==> src/rtl/audio_pkg.sv <==
// Shared definitions for the PWM audio capture path: default sample width,
// frame length and the capture FSM state encoding.
package audio_pkg;

  localparam int PWM_BITS_DEF = 8;
  localparam int SAMPLE_W     = PWM_BITS_DEF;
  localparam int FRAME_LEN    = 2 ** PWM_BITS_DEF;

  typedef enum logic [1:0] {
    IDLE    = 2'd0,
    SYNC    = 2'd1,
    MEASURE = 2'd2
  } cap_state_e;

endpackage

==> src/rtl/sample_fifo.sv <==
// First-word-fall-through sample buffer with registered push and
// wrap-bit pointers for full/empty detection.
module sample_fifo #(
  parameter int WIDTH = 8,
  parameter int DEPTH = 4
) (
  input  logic             clk,
  input  logic             rst_n,
  input  logic             push,
  input  logic [WIDTH-1:0] data_in,
  output logic             full,
  input  logic             pop,
  output logic [WIDTH-1:0] data_out,
  output logic             empty
);

  localparam int AW = $clog2(DEPTH);

  logic [AW:0]      wr_ptr_q, wr_ptr_d;
  logic [AW:0]      rd_ptr_q, rd_ptr_d;
  logic [WIDTH-1:0] mem_q [DEPTH];
  logic [WIDTH-1:0] mem_d [DEPTH];
  logic             wr_en;
  logic             rd_en;

  assign empty    = (wr_ptr_q == rd_ptr_q);
  assign full     = (wr_ptr_q[AW] != rd_ptr_q[AW]) &&
                    (wr_ptr_q[AW-1:0] == rd_ptr_q[AW-1:0]);
  // A simultaneous pop frees the head slot, so a push into a full buffer still lands.
  assign wr_en    = push && (!full || pop);
  assign rd_en    = pop && !empty;
  assign data_out = mem_q[rd_ptr_q[AW-1:0]];

  always_comb begin
    wr_ptr_d = wr_ptr_q;
    rd_ptr_d = rd_ptr_q;
    mem_d    = mem_q;
    if (wr_en) begin
      mem_d[wr_ptr_q[AW-1:0]] = data_in;
      wr_ptr_d                = wr_ptr_q + (AW+1)'(1);
    end
    if (rd_en) begin
      rd_ptr_d = rd_ptr_q + (AW+1)'(1);
    end
  end

  always_ff @(posedge clk or negedge rst_n) begin
    if (!rst_n) begin
      wr_ptr_q <= '0;
      rd_ptr_q <= '0;
      for (int i = 0; i < DEPTH; i++) begin
        mem_q[i] <= '0;
      end
    end else begin
      wr_ptr_q <= wr_ptr_d;
      rd_ptr_q <= rd_ptr_d;
      mem_q    <= mem_d;
    end
  end

endmodule

==> src/rtl/pwm_audio_capture.sv <==
// Recovers one sample per PWM frame by counting high cycles, aligning to the
// first rising edge and then measuring contiguous frames into a small FIFO.
module pwm_audio_capture
  import audio_pkg::*;
#(
  parameter int PWM_BITS   = PWM_BITS_DEF,
  parameter int FIFO_DEPTH = 4
) (
  input  logic                clk,
  input  logic                rst_n,
  input  logic                enable,
  input  logic                pwm_in,
  output logic [PWM_BITS-1:0] sample_data,
  output logic                sample_valid,
  input  logic                sample_ready,
  output logic                overflow,
  output logic                locked
);

  localparam logic [PWM_BITS-1:0] FC_LAST = '1;
  localparam logic [PWM_BITS-1:0] FC_ONE  = PWM_BITS'(1);
  localparam logic [PWM_BITS:0]   HC_ONE  = (PWM_BITS+1)'(1);

  cap_state_e            state_q, state_d;
  logic                  sync1_q, pwm_s_q, pwm_prev_q;
  logic [PWM_BITS-1:0]   fc_q, fc_d;
  logic [PWM_BITS:0]     hc_q, hc_d;
  logic [PWM_BITS:0]     hc_inc;
  logic                  overflow_q, overflow_d;
  logic                  rise;
  logic                  frame_last;
  logic                  push;
  logic [PWM_BITS-1:0]   push_data;
  logic                  pop;
  logic                  fifo_full;
  logic                  fifo_empty;

  // A full-high frame counts 2**PWM_BITS, one past the sample range.
  function automatic logic [PWM_BITS-1:0] sat_count(input logic [PWM_BITS:0] c);
    if (c[PWM_BITS]) begin
      return '1;
    end
    return c[PWM_BITS-1:0];
  endfunction

  assign rise       = pwm_s_q && !pwm_prev_q;
  assign frame_last = (fc_q == FC_LAST);
  assign hc_inc     = hc_q + {{PWM_BITS{1'b0}}, pwm_s_q};

  always_ff @(posedge clk or negedge rst_n) begin
    if (!rst_n) begin
      state_q    <= IDLE;
      sync1_q    <= 1'b0;
      pwm_s_q    <= 1'b0;
      pwm_prev_q <= 1'b0;
      fc_q       <= '0;
      hc_q       <= '0;
      overflow_q <= 1'b0;
    end else begin
      state_q    <= state_d;
      sync1_q    <= pwm_in;
      pwm_s_q    <= sync1_q;
      pwm_prev_q <= pwm_s_q;
      fc_q       <= fc_d;
      hc_q       <= hc_d;
      overflow_q <= overflow_d;
    end
  end

  always_comb begin
    state_d = state_q;
    if (!enable) begin
      state_d = IDLE;
    end else begin
      case (state_q)
        IDLE:    state_d = SYNC;
        SYNC:    if (rise) state_d = MEASURE;
        MEASURE: state_d = MEASURE;
        default: state_d = IDLE;
      endcase
    end
  end

  always_comb begin
    locked = (state_q == MEASURE);
  end

  // Frame counting; the rise cycle itself is frame cycle 0 of the first frame.
  always_comb begin
    fc_d      = fc_q;
    hc_d      = hc_q;
    push      = 1'b0;
    push_data = '0;
    if (!enable || state_q == IDLE) begin
      fc_d = '0;
      hc_d = '0;
    end else if (state_q == SYNC) begin
      if (rise) begin
        fc_d = FC_ONE;
        hc_d = HC_ONE;
      end else if (frame_last) begin
        push = 1'b1;
        fc_d = '0;
      end else begin
        fc_d = fc_q + FC_ONE;
      end
    end else begin
      if (frame_last) begin
        push      = 1'b1;
        push_data = sat_count(hc_inc);
        fc_d      = '0;
        hc_d      = '0;
      end else begin
        fc_d = fc_q + FC_ONE;
        hc_d = hc_inc;
      end
    end
  end

  assign pop          = sample_valid && sample_ready;
  assign sample_valid = !fifo_empty;
  assign overflow     = overflow_q;

  always_comb begin
    overflow_d = overflow_q | (push && fifo_full && !pop);
  end

  sample_fifo #(
    .WIDTH (PWM_BITS),
    .DEPTH (FIFO_DEPTH)
  ) u_fifo (
    .clk      (clk),
    .rst_n    (rst_n),
    .push     (push),
    .data_in  (push_data),
    .full     (fifo_full),
    .pop      (pop),
    .data_out (sample_data),
    .empty    (fifo_empty)
  );

endmodule

==> config.mk <==
export PLATFORM = sky130hd
export DESIGN_NAME = pwm_audio_capture
export DESIGN_NICKNAME = d
export VERILOG_FILES = /design/src/rtl/audio_pkg.sv /design/src/rtl/sample_fifo.sv /design/src/rtl/pwm_audio_capture.sv
export SDC_FILE = /design/constraint.sdc
export NUM_CORES = 1
export LEC_CHECK = 0
export CAP_MARGIN = 10
export CORE_MARGIN = 2
export CORE_UTILIZATION = 45
export CTS_CLUSTER_SIZE = 25
export DETAILED_ROUTE_END_ITERATION = 10
export PLACE_DENSITY = 0.63
export SLEW_MARGIN = 5
export SYNTH_ARGS = -nofsm -noshare
export SYNTH_HDL_FRONTEND = slang
export SYNTH_SLANG_ARGS = --single-unit
==> constraint.sdc <==
create_clock -name clk -period 1.78 [get_ports clk]
set_input_delay 0.178 -clock clk [delete_from_list [all_inputs] [get_ports clk]]
set_output_delay 0.178 -clock clk [all_outputs]
set_load 0.005 [all_outputs]
# After elaboration in Yosys (flattened, before gate mapping)
# Index checks and enable logic that the tools add are counted.
# classes
addsub	4
multipliers	0
div_mod_pow	0
n_lt_le_gt_ge	3
n_eq_ne	8
shift	0
muxes	30
n_bitwise	3
reduce_logical	16
# ops
op	count
8-bit 2-to-1 mux	12
9-bit 2-to-1 mux	4
32-bit bitwise mux	1
8-bit binary-select mux with 2-bit select	1
8-bit demux with 2-bit select	1
9-bit by 1-bit adder with 9-bit output	1
8-bit by 1-bit adder with 8-bit output (second input constant)	1
8-bit equality test (second input constant)	1
1-bit logical AND	8
1-bit 2-to-1 mux	8
3-bit by 1-bit adder with 3-bit output (second input constant)	2
3-bit greater-or-equal comparator (second input constant)	2
3-bit != test (second input constant)	2
2-bit inverter with 3-bit output	2
2-bit case mux with 3 select lines	1
1-bit logical NOT	5
2-bit 2-to-1 mux	2
3-bit equality test	1
3-bit by 1-bit < comparator with 1-bit output (second input constant)	1
2-bit by 1-bit equality test with 1-bit output (second input constant)	1
2-bit equality test	1
2-bit equality test (second input constant)	1
2-bit logical NOT	1
1-bit logical OR	2
other kinds (2)	2
# word_totals
ff_bits	61
latchBits	0
ramBits	0
romBits	0
input_bits	5
output_inout_bits	11
elab_cells	77
memories	0

# Depth between registers and ports, before layout
# depth
depth_word	10
ltp_mapped	7
mapped_depth_nobuf	6

# By module
# A second synthesis with hierarchy kept.
# unflattened
hier_cells	290
area_unflattened_um2	3250.6
# modules_own_cells
module	n_inst	cells_each	area_each_um2	seq_area_each_um2
sample_fifo	1	153	1929.4	950.9
pwm_audio_capture	1	137	1321.3	575.6

# Worst setup path before layout
# OpenSTA, ideal clock, no wires.
# synth_path
path_kind	register to register
from	reg pwm_s_q
to	reg u_fifo.mem_q[21] (netlist bit)
setup_time_ps	130
arrival_ps	1699
t_required_ps	1650
path_slack_ps	-49
path_stages_with_launch	8
period_less_slack_ps	1829
cell_sequence	dfrtp_1 > ha_1 > ha_1 > buf_4 > nand4_2 > o21a_4 > nor4_4 > o2bb2ai_1
# synth_via
elab_chain_len	10
# synth_lines
item	line	rtl
from (decl)	pwm_audio_capture.sv:25	logic sync1_q, pwm_s_q, pwm_prev_q;
from (signal assigned)	pwm_audio_capture.sv:62	pwm_s_q <= sync1_q;
9-bit by 1-bit adder with 9-bit output	pwm_audio_capture.sv:48	assign hc_inc = hc_q + {{PWM_BITS{1'b0}}, pwm_s_q};
1-bit 2-to-1 mux	pwm_audio_capture.sv:40	if (c[PWM_BITS]) begin
1-bit 2-to-1 mux	pwm_audio_capture.sv:108	if (frame_last) begin
1-bit 2-to-1 mux	pwm_audio_capture.sv:97	end else if (state_q == SYNC) begin
1-bit 2-to-1 mux	pwm_audio_capture.sv:94	if (!enable || state_q == IDLE) begin
8-bit 2-to-1 mux	pwm_audio_capture.sv:43	return c[PWM_BITS-1:0];
8-bit 2-to-1 mux	pwm_audio_capture.sv:108	
8-bit 2-to-1 mux	pwm_audio_capture.sv:97	
8-bit 2-to-1 mux	pwm_audio_capture.sv:94	
32-bit bitwise mux	sample_fifo.sv:39	mem_d[wr_ptr_q[AW-1:0]] = data_in;
to (signal assigned)	sample_fifo.sv:57	mem_q <= mem_d;
to (decl)	sample_fifo.sv:21	logic [WIDTH-1:0] mem_q [DEPTH];
# Parallel ways exist; a longest one is shown, timed or not. The select of a mux whose other input is x is not followed.
# A chain may end at the register's enable or synchronous reset.

# Final worst setup path
# layout_path
from	reg u_fifo.rd_ptr_q[0]
to	out sample_data[5]
# layout_via
elab_chain_len	4
# layout_lines
item	line	rtl
from (decl)	sample_fifo.sv:20	logic [AW:0] rd_ptr_q, rd_ptr_d;
from (signal assigned)	sample_fifo.sv:56	rd_ptr_q <= rd_ptr_d;
2-bit inverter with 3-bit output (not written as such)	sample_fifo.sv:32	assign data_out = mem_q[rd_ptr_q[AW-1:0]];
8-bit binary-select mux with 2-bit select	sample_fifo.sv:32	
8-bit 2-to-1 mux (not written as such) (2 in a row)	sample_fifo.sv:32	
to (decl)	pwm_audio_capture.sv:13	output logic [PWM_BITS-1:0] sample_data,
# Every way passes these cells. The select of a mux whose other input is x is not followed.

==> impl.org <==
** Routing
- After detailed routing, the total wire length is a little under 8000 um.
- Dividing the detail-routed wire length by the instance count gives around 17 um.
- Number of design-rule violations left by the first detailed-router iteration :: between 100 and 150
- DRT antenna net count :: 0
- The routed layout has 2476 vias.
- Dividing the detail-routed via count by the number of cells gives around 5.5.
- For this run, design rule violations remaining after detail routing come to 0.
- The first TritonRoute pass finished after 4 iterations.

** Cells and area
- The finished cells cover roughly 0.0045 mm2.
- Total inserted antenna cells :: 0
- Share of cells above drive strength 1 :: approximately 45%
- Layout-stage area growth over the synthesis result :: 38.0%
- Fill cells in the final layout number 531.
- After the last flow step, the layout net total stands at approximately 370.

** Setup path
- Bufs and invs on worst path :: 3
- Kind of launch point of the worst setup path :: flip-flop
- The cell family contributing the most delay on the critical path is multiplexers.
- STA puts the critical path data required time at between 1.5 and 2 ns.
- Sort of element at the end of the critical path :: output pin
- Max incr delay on CP :: ~0.49 ns
- Highest net fanout along the worst path :: 8
- CP arrival :: between 1.5 and 2 ns
- The slowest stage of the critical path is the mux4_2 cell.
- The critical path goes through buf_12, buf_6, mux4_2, buf_2.
- Setup Crit Path Kind :: reg -> out

** Global route
- Global routing used a little over a fifth of the available tracks across all layers.
- The initial antenna violation count came to 0.
- Entering global routing, the biggest net connects 26 pins.
- Grt total ovfl :: 0
- First-pass GRT wire length :: around 13000 um
- Number of global-route vias before repair :: 2473

** Floorplanning
- The initialized floorplan defines 30 standard-cell rows.
- Die area :: roughly 0.0079 mm2
- Placeable core region :: a little under 0.007 mm2
- The floorplan step set the die height to 88.9 um.
- The initial utilization of the core area, before any placement, comes to approximately 47%.
- For this design the top-level I/O count stands at 16.
- DIE WIDTH :: 88.9 um

** Place
- Detailed placement ended at an HPWL of approximately 5300 um.
- Before CTS, the worst setup slack after placement is -0.0611 ns.
- Summing all placed instances gives a cell area of ~0.0038 mm2.
- Port buffering added 15 buffers.
- Routability-driven placement finished with a final weighted congestion of around 0.8.

** CTS
- Counting along the longest clock path gives a buffer depth of 2.
- TritonCTS Buffers :: 9
- Maximum level of the CTS H-tree :: 3
- Clock latency on the worst-skew pair, taken at its later pin, is 0.34 ns.
- After clock tree synthesis, the clock-pin slew on the worst setup and hold paths is roughly 0.070 ns.
- Clock tree from TritonCTS :: built
- Clock Sinks :: about 60
- Cell at the root of the clock tree :: clkbuf_8

** Flow run
- Max-Cap Viols :: 0

** Power
- Peak ir drop on the vdd network :: about 0.83 mV
- In this run the power density over the cells is just over 1000 mW/mm2.
- In this run the static leakage power is between 1.5 and 2 nW.

** Logic synthesis
- In the synthesized netlist the dominant register cell turns out to be dfrtp_1.
- Ys async rst share :: 100%
- Counting flops and latches in the post-synthesis netlist gives 61.
- Mapped Avg Cell Area :: approximately 13 um2
- After synthesis the cells add up to 0.00324 mm2.
- During synthesis, Yosys emitted a total of 0 warnings.
- The synthesized design contains 0 enable-type register cells.
- Synthesis produced a netlist whose cell count is 257.
- The share of the Yosys chip area taken by registers is a little under half.
- Yosys mapped the design onto 51 distinct sky130hd cell types.
- The number of nets handed over by synthesis was 274.

** STA
- Worst Slack Setup Final :: -0.0155 ns
- Tcrit/Tclk final :: 101%
- Max-slew violation count :: 0
- Setup violations remaining at the end of the flow were counted as 2.
- Based on the critical path, the design can be clocked at up to around 560 MHz.
- At the pin with the least slew margin, the transition time is 0.566 ns.
- Final hold viol count :: 0
- The worst path in the final design needs a cycle of approximately 1.8 ns, including I/O delays and setup.
- Worst Skew :: 0.00790 ns
- Setup repair after global routing could not meet its margin everywhere.
- The worst pin sits at a relative slew slack of 62.3%.
- Worst slack on hold paths :: 0.275 ns

** Status
- Violations in the final reports :: setup timing
- Outcome :: complete, but fails checks

** Worst hold path
- Hold Path Class :: in -> reg
==> final cells by class <==
type | count | area (um2) | share of cell area [%]
flip-flops and latches | 61 | 1530 | 34.1
repair buffers | 89 | 726 | 16.2
inverters | 7 | 26.3 | 0.587
well taps | 96 | 120 | 2.68
multi-input cells | 182 | 1850 | 41.4
clock buffers | 9 | 124 | 2.77
clock inverters | 7 | 100 | 2.24
==> layer usage <==
metal | up-vias | track usage, % | routed length [um]
li1 | 1162 | - | -
met1 | 1235 | 31.4 | 3590
met2 | 63 | 32.4 | 3770
met3 | 16 | 2.95 | 310
met4 | 0 | 9.09 | 194
met5 | - | 0 | 0
==> state kept, by name (all words and copies together), names as in the netlist, 2 cells and up <==
signal and flops:
state_q 2, hc_q 9, u_fifo.rd_ptr_q 3, u_fifo.wr_ptr_q 3, u_fifo.mem_q 32, fc_q 8
==> cell families (layout without fill, tap and decap cells) <==
logic type	count (synthesis)	after routing	share of synthesized area, %
AO/OA/AOI/OAI	56	56	14.9
XOR/XNOR	18	18	5.56
adder cells (fa/ha/maj)	12	12	4.63
buffers and inverters	14	112	2.35
flip-flops	61	61	47.1
multiplexers	11	11	7.25
AND/OR/NAND/NOR	85	85	18.2
==> synthesized netlist by cell type (all sizes together), types with 2 or more instances <==
master	n	area share, %
dfrtp	61	47
o2bb2ai	28	7.6
nor2	17	2.4
nand2	15	1.7
nor3	13	3.6
ha	12	4.6
nand3	12	2.0
nand4	11	4.1
a22o	9	2.4
xnor2	9	2.9
xor2	9	2.7
mux4	8	6.1
buf	7	1.5
inv	7	0.81
a21oi	5	0.77
and3	3	0.58
and4	3	0.89
nor2b	3	0.58
o21ai	3	0.46
a21o	2	0.46
mux2	2	0.81
nand2b	2	0.39
o21a	2	0.69
==> power by group <==
group          internal (mW)  switching [mW]  leakage, nW  total [mW]
combinational          0.879           0.707         1.06        1.59
clock                  0.792           0.601        0.102        1.39
sequential              1.47          0.0950        0.834        1.56
total                   3.14            1.40         2.00        4.54
==> through the flow <==
step | std cells | util (%) | setup TNS (ns) | power [mW]
CTS | 435 | 60.8 | -0.152 | 4.39
global placement | 406 | 55.9 | -0.0294 | 2.78
detailed placement | 406 | 55.9 | -0.743 | 2.80
global route | 451 | 65.1 | -1.11 | 4.78
floorplan | 257 | - | 0 | 2.29
finish | 451 | 65.1 | -0.0298 | 4.54
==> layout by cell type, fill, tap and decap left out, types with 3 or more instances in the layout <==
master,synthesis,routed
nor3_2,6,4
clkinvlp_4,0,3
buf_4,1,62
nand2_1,15,14
clkbuf_8,0,9
nor3_4,2,5
dfrtp_1,61,61
inv_1,7,5
nor2_1,15,15
nor2b_1,3,3
and3_1,3,3
nor3_1,5,4
xor2_1,8,8
o21ai_0,3,3
nand3_1,11,10
buf_6,2,7
a21oi_1,5,5
ha_4,0,3
nand4_1,5,5
xnor2_1,7,6
ha_1,12,7
nand4_4,3,5
a22o_1,9,9
o2bb2ai_1,28,20
o2bb2ai_2,0,7
mux4_2,3,6
clkdlybuf4s50_1,0,4
buf_12,0,3
buf_2,4,9
==> repair_timing <==
| item | 4_1_cts | 5_1_grt |
|---|---|---|
| buffers inserted | 12 | 16 |
| pin swaps | 10 | 17 |
| setup endpoints to repair | 32 | 47 |
| gates resized for setup | 43 | 39 |
| hold buffers | 1 | 0 |
| cloned | 0 | 1 |
| hold endpoints to repair | 22 | 0 |
==> worst reg2reg max path, cell delays in order (launching register included) <==
cell and delay [ns]:
dfrtp_1 0.36, ha_2 0.21, ha_4 0.17, and4_4 0.26, nand2_4 0.07, a2111oi_4 0.45, a22o_1 0.20
==> worst paths after layout <==
check	start	to	slack, ns	depth (start not counted)
worst max-delay path	u_fifo.rd_ptr_q[0]$_DFFE_PN0P_	sample_data[5]	-0.02	4
worst min-delay path	pwm_in	sync1_q$_DFF_PN0_	0.27	1
worst max register to register	hc_q[0]$_DFFE_PN0P_	u_fifo.mem_q[30]$_DFFE_PN0P_	0.01	6
worst min register to register	sync1_q$_DFF_PN0_	pwm_s_q$_DFF_PN0_	0.37	0
max in group asynchronous	rst_n	hc_q[4]$_DFFE_PN0P_	0.80	3
min in group asynchronous	rst_n	u_fifo.mem_q[4]$_DFFE_PN0P_	0.36	2
Power figures use the tool's default switching activity.
